## src/rtl/fifo_fill_ctrl_pkg.sv

```systemverilog
// Shared state type, default sizes and small helpers for the MAC input-FIFO loader.
package fill_pkg;
    localparam int unsigned DEF_DATA_WIDTH     = 8;
    localparam int unsigned DEF_BYTES_PER_WORD = 8;
    localparam int unsigned DEF_NUM_ROWS       = 9;
    localparam int unsigned DEF_ADDR_WIDTH     = 32;
    localparam int unsigned STALL_CNT_W        = 16;

    typedef enum logic [2:0] {
        IDLE,
        REQ,
        WAIT,
        WRITE,
        DONE
    } fill_state_e;

    // Counter width that stays legal when a range collapses to a single entry.
    function automatic int unsigned idx_width(input int unsigned n);
        return (n > 1) ? $clog2(n) : 1;
    endfunction
endpackage

```

## src/rtl/fifo_fill_ctrl_word_serializer.sv

```systemverilog
// Holds one memory word and presents it a byte at a time, least significant byte first.
module word_serializer
    import fill_pkg::*;
#(
    parameter int unsigned DATA_WIDTH     = DEF_DATA_WIDTH,
    parameter int unsigned BYTES_PER_WORD = DEF_BYTES_PER_WORD
) (
    input  logic                                 clk,
    input  logic                                 rst_n,
    input  logic                                 load,
    input  logic [DATA_WIDTH*BYTES_PER_WORD-1:0] word,
    input  logic                                 advance,
    output logic [DATA_WIDTH-1:0]                byte_out,
    output logic                                 last
);
    localparam int unsigned IDX_W = idx_width(BYTES_PER_WORD);

    logic [BYTES_PER_WORD-1:0][DATA_WIDTH-1:0] word_q, word_d;
    logic [IDX_W-1:0]                          idx_q, idx_d;

    assign last     = (idx_q == IDX_W'(BYTES_PER_WORD - 1));
    assign byte_out = word_q[idx_q];

    always_comb begin
        word_d = word_q;
        idx_d  = idx_q;
        if (load) begin
            word_d = word;
            idx_d  = '0;
        end else if (advance && !last) begin
            idx_d = idx_q + 1'b1;
        end
    end

    always_ff @(posedge clk or negedge rst_n) begin
        if (!rst_n) begin
            word_q <= '0;
            idx_q  <= '0;
        end else begin
            word_q <= word_d;
            idx_q  <= idx_d;
        end
    end
endmodule

```

## src/rtl/fifo_fill_ctrl.sv

```systemverilog
// Loads the MAC input FIFO bank: one memory read per row, then 8 byte writes into that row's FIFO.
// Optional stall_cycles output and counter when FIFO_FILL_STALL_CNT_EN is defined.
//
// state | meaning
// IDLE  | waiting for start
// REQ   | read request on the bus, held while waitrequest
// WAIT  | request accepted, waiting for readdatavalid
// WRITE | pushing the latched word byte by byte into FIFO[row]
// DONE  | one-cycle completion pulse
module fifo_fill_ctrl
    import fill_pkg::*;
#(
    parameter int unsigned DATA_WIDTH     = DEF_DATA_WIDTH,
    parameter int unsigned BYTES_PER_WORD = DEF_BYTES_PER_WORD,
    parameter int unsigned NUM_ROWS       = DEF_NUM_ROWS,
    parameter int unsigned ADDR_WIDTH     = DEF_ADDR_WIDTH,
    parameter int unsigned BASE_ADDR      = 0
) (
    input  logic                                 clk,
    input  logic                                 rst_n,
    input  logic                                 start,
    output logic [ADDR_WIDTH-1:0]                mem_address,
    output logic                                 mem_read,
    input  logic                                 mem_waitrequest,
    input  logic [DATA_WIDTH*BYTES_PER_WORD-1:0] mem_readdata,
    input  logic                                 mem_readdatavalid,
    output logic [NUM_ROWS-1:0]                  fifo_wren,
    output logic [DATA_WIDTH-1:0]                fifo_wdata,
    input  logic [NUM_ROWS-1:0]                  fifo_full,
    output logic                                 busy,
    output logic                                 done
`ifdef FIFO_FILL_STALL_CNT_EN
    ,
    output logic [STALL_CNT_W-1:0]               stall_cycles
`endif
);
    localparam int unsigned ROW_W = idx_width(NUM_ROWS);

    fill_state_e          state_q, state_d;
    logic [ROW_W-1:0]     row_q, row_d;
    logic                 ser_load, ser_adv, ser_last, wr_en;
    logic [DATA_WIDTH-1:0] ser_byte;

    word_serializer #(
        .DATA_WIDTH     (DATA_WIDTH),
        .BYTES_PER_WORD (BYTES_PER_WORD)
    ) u_ser (
        .clk      (clk),
        .rst_n    (rst_n),
        .load     (ser_load),
        .word     (mem_readdata),
        .advance  (ser_adv),
        .byte_out (ser_byte),
        .last     (ser_last)
    );

    always_comb begin
        state_d  = state_q;
        row_d    = row_q;
        mem_read = 1'b0;
        ser_load = 1'b0;
        ser_adv  = 1'b0;
        wr_en    = 1'b0;
        busy     = 1'b0;
        done     = 1'b0;
        case (state_q)
            IDLE: begin
                if (start) begin
                    busy    = 1'b1;
                    row_d   = '0;
                    state_d = REQ;
                end
            end
            REQ: begin
                busy     = 1'b1;
                mem_read = 1'b1;
                if (!mem_waitrequest) state_d = WAIT;
            end
            WAIT: begin
                busy = 1'b1;
                if (mem_readdatavalid) begin
                    ser_load = 1'b1;
                    state_d  = WRITE;
                end
            end
            WRITE: begin
                busy = 1'b1;
                // A full FIFO simply freezes the byte index; nothing is dropped.
                if (!fifo_full[row_q]) begin
                    wr_en   = 1'b1;
                    ser_adv = 1'b1;
                    if (ser_last) begin
                        if (row_q == ROW_W'(NUM_ROWS - 1)) begin
                            state_d = DONE;
                        end else begin
                            row_d   = row_q + 1'b1;
                            state_d = REQ;
                        end
                    end
                end
            end
            DONE: begin
                done    = 1'b1;
                state_d = IDLE;
            end
            default: state_d = IDLE;
        endcase
    end

    always_ff @(posedge clk or negedge rst_n) begin
        if (!rst_n) begin
            state_q <= IDLE;
            row_q   <= '0;
        end else begin
            state_q <= state_d;
            row_q   <= row_d;
        end
    end

    assign mem_address = ADDR_WIDTH'(BASE_ADDR) + ADDR_WIDTH'(row_q);
    assign fifo_wren   = wr_en ? (NUM_ROWS'(1) << row_q) : '0;
    assign fifo_wdata  = wr_en ? ser_byte : '0;

`ifdef FIFO_FILL_STALL_CNT_EN
    logic [STALL_CNT_W-1:0] stall_q, stall_d;

    always_comb begin
        stall_d = stall_q;
        if (state_q == IDLE && start) begin
            stall_d = '0;
        end else if (((state_q == REQ && mem_waitrequest) ||
                      (state_q == WRITE && fifo_full[row_q])) && (stall_q != '1)) begin
            stall_d = stall_q + 1'b1;
        end
    end

    always_ff @(posedge clk or negedge rst_n) begin
        if (!rst_n) stall_q <= '0;
        else        stall_q <= stall_d;
    end

    assign stall_cycles = stall_q;
`endif
endmodule

```

## config.mk

```make
export PLATFORM = sky130hd
export DESIGN_NAME = fifo_fill_ctrl
export DESIGN_NICKNAME = d
export VERILOG_FILES = /design/src/rtl/fifo_fill_ctrl_pkg.sv /design/src/rtl/fifo_fill_ctrl_word_serializer.sv /design/src/rtl/fifo_fill_ctrl.sv
export SDC_FILE = /design/constraint.sdc
export NUM_CORES = 1
export LEC_CHECK = 0
export ABC_AREA = 1
export CAP_MARGIN = 10
export CELL_PAD_IN_SITES_DETAIL_PLACEMENT = 0
export CELL_PAD_IN_SITES_GLOBAL_PLACEMENT = 1
export CORE_MARGIN = 5
export CORE_UTILIZATION = 35
export CTS_BUF_LIST = sky130_fd_sc_hd__clkbuf_2
export DETAILED_ROUTE_END_ITERATION = 16
export PLACE_DENSITY = 0.89
export SETUP_SLACK_MARGIN = 0.1
export SYNTH_ARGS = -nofsm -noshare
export SYNTH_HDL_FRONTEND = slang
export SYNTH_SLANG_ARGS = --single-unit
export TNS_END_PERCENT = 50
```

## constraint.sdc

```tcl
create_clock -name clk -period 2 [get_ports clk]
set_clock_uncertainty 0.15 [all_clocks]
set_input_delay 0.4 -clock clk [delete_from_list [all_inputs] [get_ports clk]]
set_output_delay 0.4 -clock clk [all_outputs]
set_load 0.1 [all_outputs]
```

After elaboration in Yosys (flattened, before gate mapping)
Index checks and enable logic that the tools add are counted.
{"block": "word_totals", "elab_cells": 64, "ramBits": 0, "rom_bits": 0, "latchBits": 0, "regBits": 74, "output_inout_bits": 52, "in_bits": 78, "memories": 0}
{"block": "classes", "eq_ne": 12, "bitwise": 0, "add_sub_neg": 2, "n_div": 0, "n_lt_le_gt_ge": 2, "n_reduce_logical": 8, "multipliers": 0, "shift": 1, "muxes": 28}
{"operator": "binary-select mux 8 bit (select 3 bit)", "count": 1}
{"operator": "two-way mux 3 bit", "count": 8}
{"operator": "two-way mux 4 bit", "count": 4}
{"operator": "two-way mux 8 bit", "count": 2}
{"operator": "one-hot mux 3 bit (4 select lines)", "count": 1}
{"operator": "!= test 2 bit (second input constant)", "count": 5}
{"operator": "AND reduction 5 bit", "count": 2}
{"operator": "two-way mux 9 bit", "count": 1}
{"operator": "left shift 1 x 4 -> 9 bit (first input constant)", "count": 1}
{"operator": "two-way mux 1 bit", "count": 8}
{"operator": "one-hot mux 4 bit (2 select lines)", "count": 1}
{"operator": "== test 3 x 2 -> 1 bit (second input constant)", "count": 2}
{"operator": "== test 3 bit (second input constant)", "count": 2}
{"operator": "< comparator 4 x 5 -> 1 bit (second input constant)", "count": 1}
{"operator": "adder 4 x 1 -> 4 bit (second input constant)", "count": 1}
{"operator": "binary-select mux 1 bit (select 4 bit)", "count": 1}
{"operator": "== test 4 bit (second input constant)", "count": 1}
{"operator": "< comparator 3 x 4 -> 1 bit (second input constant)", "count": 1}
{"operator": "nonzero test 2 bit", "count": 2}
{"operator": "adder 3 x 1 -> 3 bit (second input constant)", "count": 1}
{"operator": "== test 3 x 1 -> 1 bit (second input constant)", "count": 1}
{"operator": "logical NOT 3 bit", "count": 1}
{"operator": "OR reduction 3 bit", "count": 1}
{"operator": "!= test 2 x 1 -> 1 bit (second input constant)", "count": 1}
{"operator": "3 further kinds", "count": 3}

Logic depth before layout (Yosys ltp)
{"block": "depth", "ltp_word": 7, "depth_mapped": 11, "mapped_depth_nobuf": 10}

Cells and area by module
From an unflattened synthesis, not the netlist that was laid out.
{"block": "unflattened", "hier_cells": 600, "hier_area_um2": 4438.0}
{"module": "word_serializer", "cells_each": 435, "area_each_um2": 3337.0, "seq_area_each_um2": 1676.6, "n_inst": 1}
{"module": "fifo_fill_ctrl", "cells_each": 165, "area_each_um2": 1101.1, "seq_area_each_um2": 175.2, "n_inst": 1}

Worst setup path after synthesis
OpenSTA, ideal clock, no wires.
{"block": "synth_path", "path_type": "register to output", "from": "reg row_q[1]", "to": "out fifo_wren[0]", "path_buffers": 0, "path_slack_ps": -2388, "stages_incl_launch_ff": 9, "arrival_time_ps": 3838, "t_required_ps": 1450, "path_cell_list": "dfrtp_1 -> inv_1 -> nand3_1 -> nand2_1 -> nand2_2 -> nand3_4 -> nor2_4 -> inv_2 -> nor3_1"}
{"block": "synth_between", "elab_chain_len": 5, "elab_cells_between_ends": 6, "cone_classes": "1 x shift; 5 x mux"}
{"item": "start, declared", "line": "fifo_fill_ctrl.sv:40", "source": "logic [ROW_W-1:0] row_q, row_d;"}
{"item": "start signal, assigned", "line": "fifo_fill_ctrl.sv:116", "source": "row_q <= row_d;"}
{"item": "binary-select mux 1 bit (select 4 bit)", "line": "fifo_fill_ctrl.sv:89", "source": "if (!fifo_full[row_q]) begin"}
{"item": "two-way mux 1 bit (not written as such)", "line": "fifo_fill_ctrl.sv:89"}
{"item": "two-way mux 1 bit", "line": "fifo_fill_ctrl.sv:89"}
{"item": "two-way mux 1 bit", "line": "fifo_fill_ctrl.sv:66", "source": "case (state_q)"}
{"item": "two-way mux 9 bit *", "line": "fifo_fill_ctrl.sv:121", "source": "assign fifo_wren = wr_en ? (NUM_ROWS'(1) << row_q) : '0;"}
{"item": "end, declared", "line": "fifo_fill_ctrl.sv:27", "source": "output logic [NUM_ROWS-1:0] fifo_wren,"}
Every way passes the cells marked *; elsewhere a longest branch is shown, timed or not. The select of a mux whose other input is x is not followed.

Worst setup path in the final report
{"block": "layout_path", "from": "reg row_q[0]", "to": "out fifo_wren[2]"}
The elaborated chain is that of the path after synthesis.

==> results.py <==
metrics = {
    "run_status": {
        "status": "finished with violations",
        "violations": "setup timing",
    },
    "timing": {
        "min_period_over_period_pct": 140,
        "relSlewSlack_pct": 64.7,
        "hold-worst-slack_ns": 0.222,
        "setup_viol": 22,
        "max_freq_ghz": 0.357,
        "tightest_slew_ns": 0.530,
        "slew_violations": 0,
        "timing.final.hold_violations": 0,
        "period_minus_slack_ns": 2.80,
        "fin_ws_ns": -0.799,
        "rsz0062_at_grt": "yes",
    },
    "power": {
        "switching_share_pct": 45.2,
        "p_clk_share_pct": 10.5,
        "p_sw_uw": 4080,
        "seq_power_share_pct": 28.8,
        "ir_drop_v": 0.000843,
        "leakage_uw": 0.00291,
        "pwr-share-comb_pct": 60.7,
        "intPower_uw": 4950,
        "p_per_area_nw_per_um2": 1430,
    },
    "detailed_routing": {
        "drc": 0,
        "drtIter0Drc": 219,
        "vias": 3631,
        "firstDrtPassIters": 4,
        "vias_per_cell": 4.73,
        "wl_per_cell_um": 14.7,
        "finalWirelength_mm": 11.3,
        "antenna_left": 0,
    },
    "worst_setup_path": {
        "critPathCaptureType": "primary output",
        "required_ns": 1.45,
        "cp.arrival_ns": 2.25,
        "crit_type": "reg2out",
        "worstSetupStartpointType": "flip-flop",
        "timing.reg2reg.worst_path_depth": 18,
        "r2r_end": "u_ser.idx_q[0]",
        "rrSetupSlack_ns": -0.74,
        "worstPathMaxFanout": 8,
        "reg2reg_from": "row_q[0]",
    },
    "global_routing": {
        "grt_pass1_wl_mm": 18.5,
        "antenna_found_initial": 1,
        "grt_usage_pct": 16.2,
        "grt_pass1_vias": 3696,
        "overflow": 0,
        "grt_max_degree": 39,
    },
    "logic_synthesis": {
        "synth_edf_count": 0,
        "synth_cell_types": 28,
        "async_flop_share_pct": 100,
        "syn_inst": 475,
        "synth_area_leader_cell": "dfrtp_1",
        "seq_area_frac_synth_pct": 44.5,
        "synth_top_area_share_pct": 44.5,
        "yosys-top-cells-count": "85 x nand2_1, 74 x dfrtp_1, 54 x nor2_1, 47 x mux2_2, 43 x inv_1",
        "yosysWarningCount": 0,
        "yosysMostFrequentCell": "nand2_1",
        "syn_avg_cell_area_um2": 8.76,
        "yosys_register_bits": 74,
        "ys.flop_type": "dfrtp_1",
        "synth.cell_area_um2": 4160,
        "yosys-top-cells-area": "dfrtp_1 44%, mux2_2 13%, nand2_1 7.7%",
    },
    "floorplanning": {
        "initial_utilization_pct": 36.1,
        "die_area_um2": 14200,
        "pin_count": 130,
        "die_w_um": 119,
        "dieHeight_um": 119,
        "core_region_area_um2": 11500,
        "rows": 39,
    },
    "cts": {
        "clock_path_buffers": 2,
        "clk_pin_slew_worst_paths_ns": 0.22,
        "root_buffer": "clkbuf_2",
        "cts_tree": "yes",
        "clk_latency_ns": 0.51,
        "cts_buffers": 9,
        "cts_sinks": 74,
        "htree_levels": 3,
    },
    "cells_and_area": {
        "drive_above_1_share_pct": 32.9,
        "utilization_pct": 54.9,
        "layout.nets": 705,
        "fillers": 1022,
        "area_delta_synth_final_pct": 51.9,
    },
    "place": {
        "dp_hpwl_mm": 8.55,
        "place_congestion": 0.800,
        "port_buffers": 101,
        "pre_cts_ws_ns": -0.539,
    },
    "job": {
        "drv_cap": 0,
    },
    "min_path": {
        "hp-class": "in2async",
    },
}
-- registers in the layout, summed over array words and instances, names as in the netlist --
name and cells:
u_ser.word_q 64, row_q 4, state_q 3, u_ser.idx_q 3
-- metal layers --
layer  share of wire (%)  global-route usage [%]  vias up
met1                  43                    21.1     1727
met4                 1.9                    6.15        0
li1                    -                       -     1773
met2                  50                    26.7      121
met5                   0                       0        -
met3                 5.1                    3.03       10
-- what timing repair did --
| action | 4_1_cts | 5_1_grt |
|---|---|---|
| setup endpoints to repair | 32 | 34 |
| hold buffers | 1 | 0 |
| buffers inserted | 12 | 3 |
| gates cloned | 2 | 0 |
| resized for setup | 26 | 23 |
| hold endpoints to repair | 18 | 0 |
| pin swaps | 2 | 13 |
-- how the worst max path moves through the flow --
| stage | startpoint | endpoint | slack [ns] | cells past startpoint |
|---|---|---|---|---|
| finish | row_q[0] | fifo_wren[2] | -0.80 | 10 |
| CTS | row_q[0] | fifo_wren[0] | -0.81 | 10 |
| global placement | fifo_full[5] | fifo_wren[0] | -0.52 | 11 |
| detailed placement | fifo_full[7] | fifo_wren[0] | -0.54 | 11 |
| global route | row_q[0] | fifo_wren[2] | -0.94 | 10 |
| floorplan | row_q[0] | fifo_wren[0] | -0.79 | 10 |
-- power groups by stage --
stage | Sequential, uW | Combinational [uW] | Clock (uW)
after floorplan | 2620 | 3310 | 0
after global placement | 2590 | 4760 | 0
after detailed placement | 2630 | 4880 | 0
after CTS | 2590 | 5310 | 993
after global routing | 2680 | 5950 | 1050
final | 2600 | 5480 | 952
-- placed cells by master (no fill, tap or decap), types with 7 or more instances in the layout --
cell	instances
a21oi_1	28
clkbuf_2	9
dfrtp_1	69
inv_1	36
nand4_1	8
nor2_4	13
ha_1	7
inv_2	7
nand3_1	21
conb_1	28
clkdlybuf4s50_1	76
o21ai_0	18
nor2_1	42
nor3_4	7
nand2_1	78
nand2_2	9
mux2_2	47
buf_12	29
buf_4	44
-- worst max-delay path, cell delays in order, from the launching register on --
cell and delay (ns):
dfrtp_4 0.56, clkinv_4 0.09, nand2_2 0.06, nand3_2 0.07, nand2_2 0.06, nand2_2 0.08
nand3_4 0.08, nor2_4 0.23, inv_8 0.11, nor3_4 0.23, buf_12 0.20
-- cells by family (layout without fill, tap and decap cells) --
kind of cell	after synthesis	count (layout)	synth area share (%)
AO/OA/AOI/OAI	52	52	6.52
adder cells (fa/ha/maj)	8	8	2.41
buffers and inverters	95	217	11.9
flip-flops	74	74	44.5
multiplexers	50	50	13.5
other	1	29	0.0901
AND/OR/NAND/NOR	195	195	21.0
-- per-stage QoR --
| stage | TNS [ns] | instance area [um2] | total power, uW | std cells |
|---|---|---|---|---|
| 2_1_floorplan | -12.13 | 4420 | 5940 | 502 |
| 3_3_place_gp | -7.94 | 5860 | 7350 | 735 |
| 3_5_place_dp | -8.59 | 5860 | 7500 | 735 |
| 4_1_cts | -15.56 | 6210 | 8890 | 766 |
| 5_1_grt | -18.09 | 6320 | 9680 | 768 |
| 6_report | -14.90 | 6320 | 9030 | 768 |
-- area by class of cell --
cell class,count,area [um2],area share [%]
inverter,46,188,2.97
sequential,74,1860,29.5
multi-input combinational,333,2190,34.6
clock buffer,9,45.0,0.713
tap,143,179,2.83
timing repair inverter,1,20.0,0.317
clock inverter,7,91.3,1.45
timing repair buffer,154,1740,27.6
antenna,1,2.50,0.0396
Note: power is estimated with default switching activity, not from simulation.
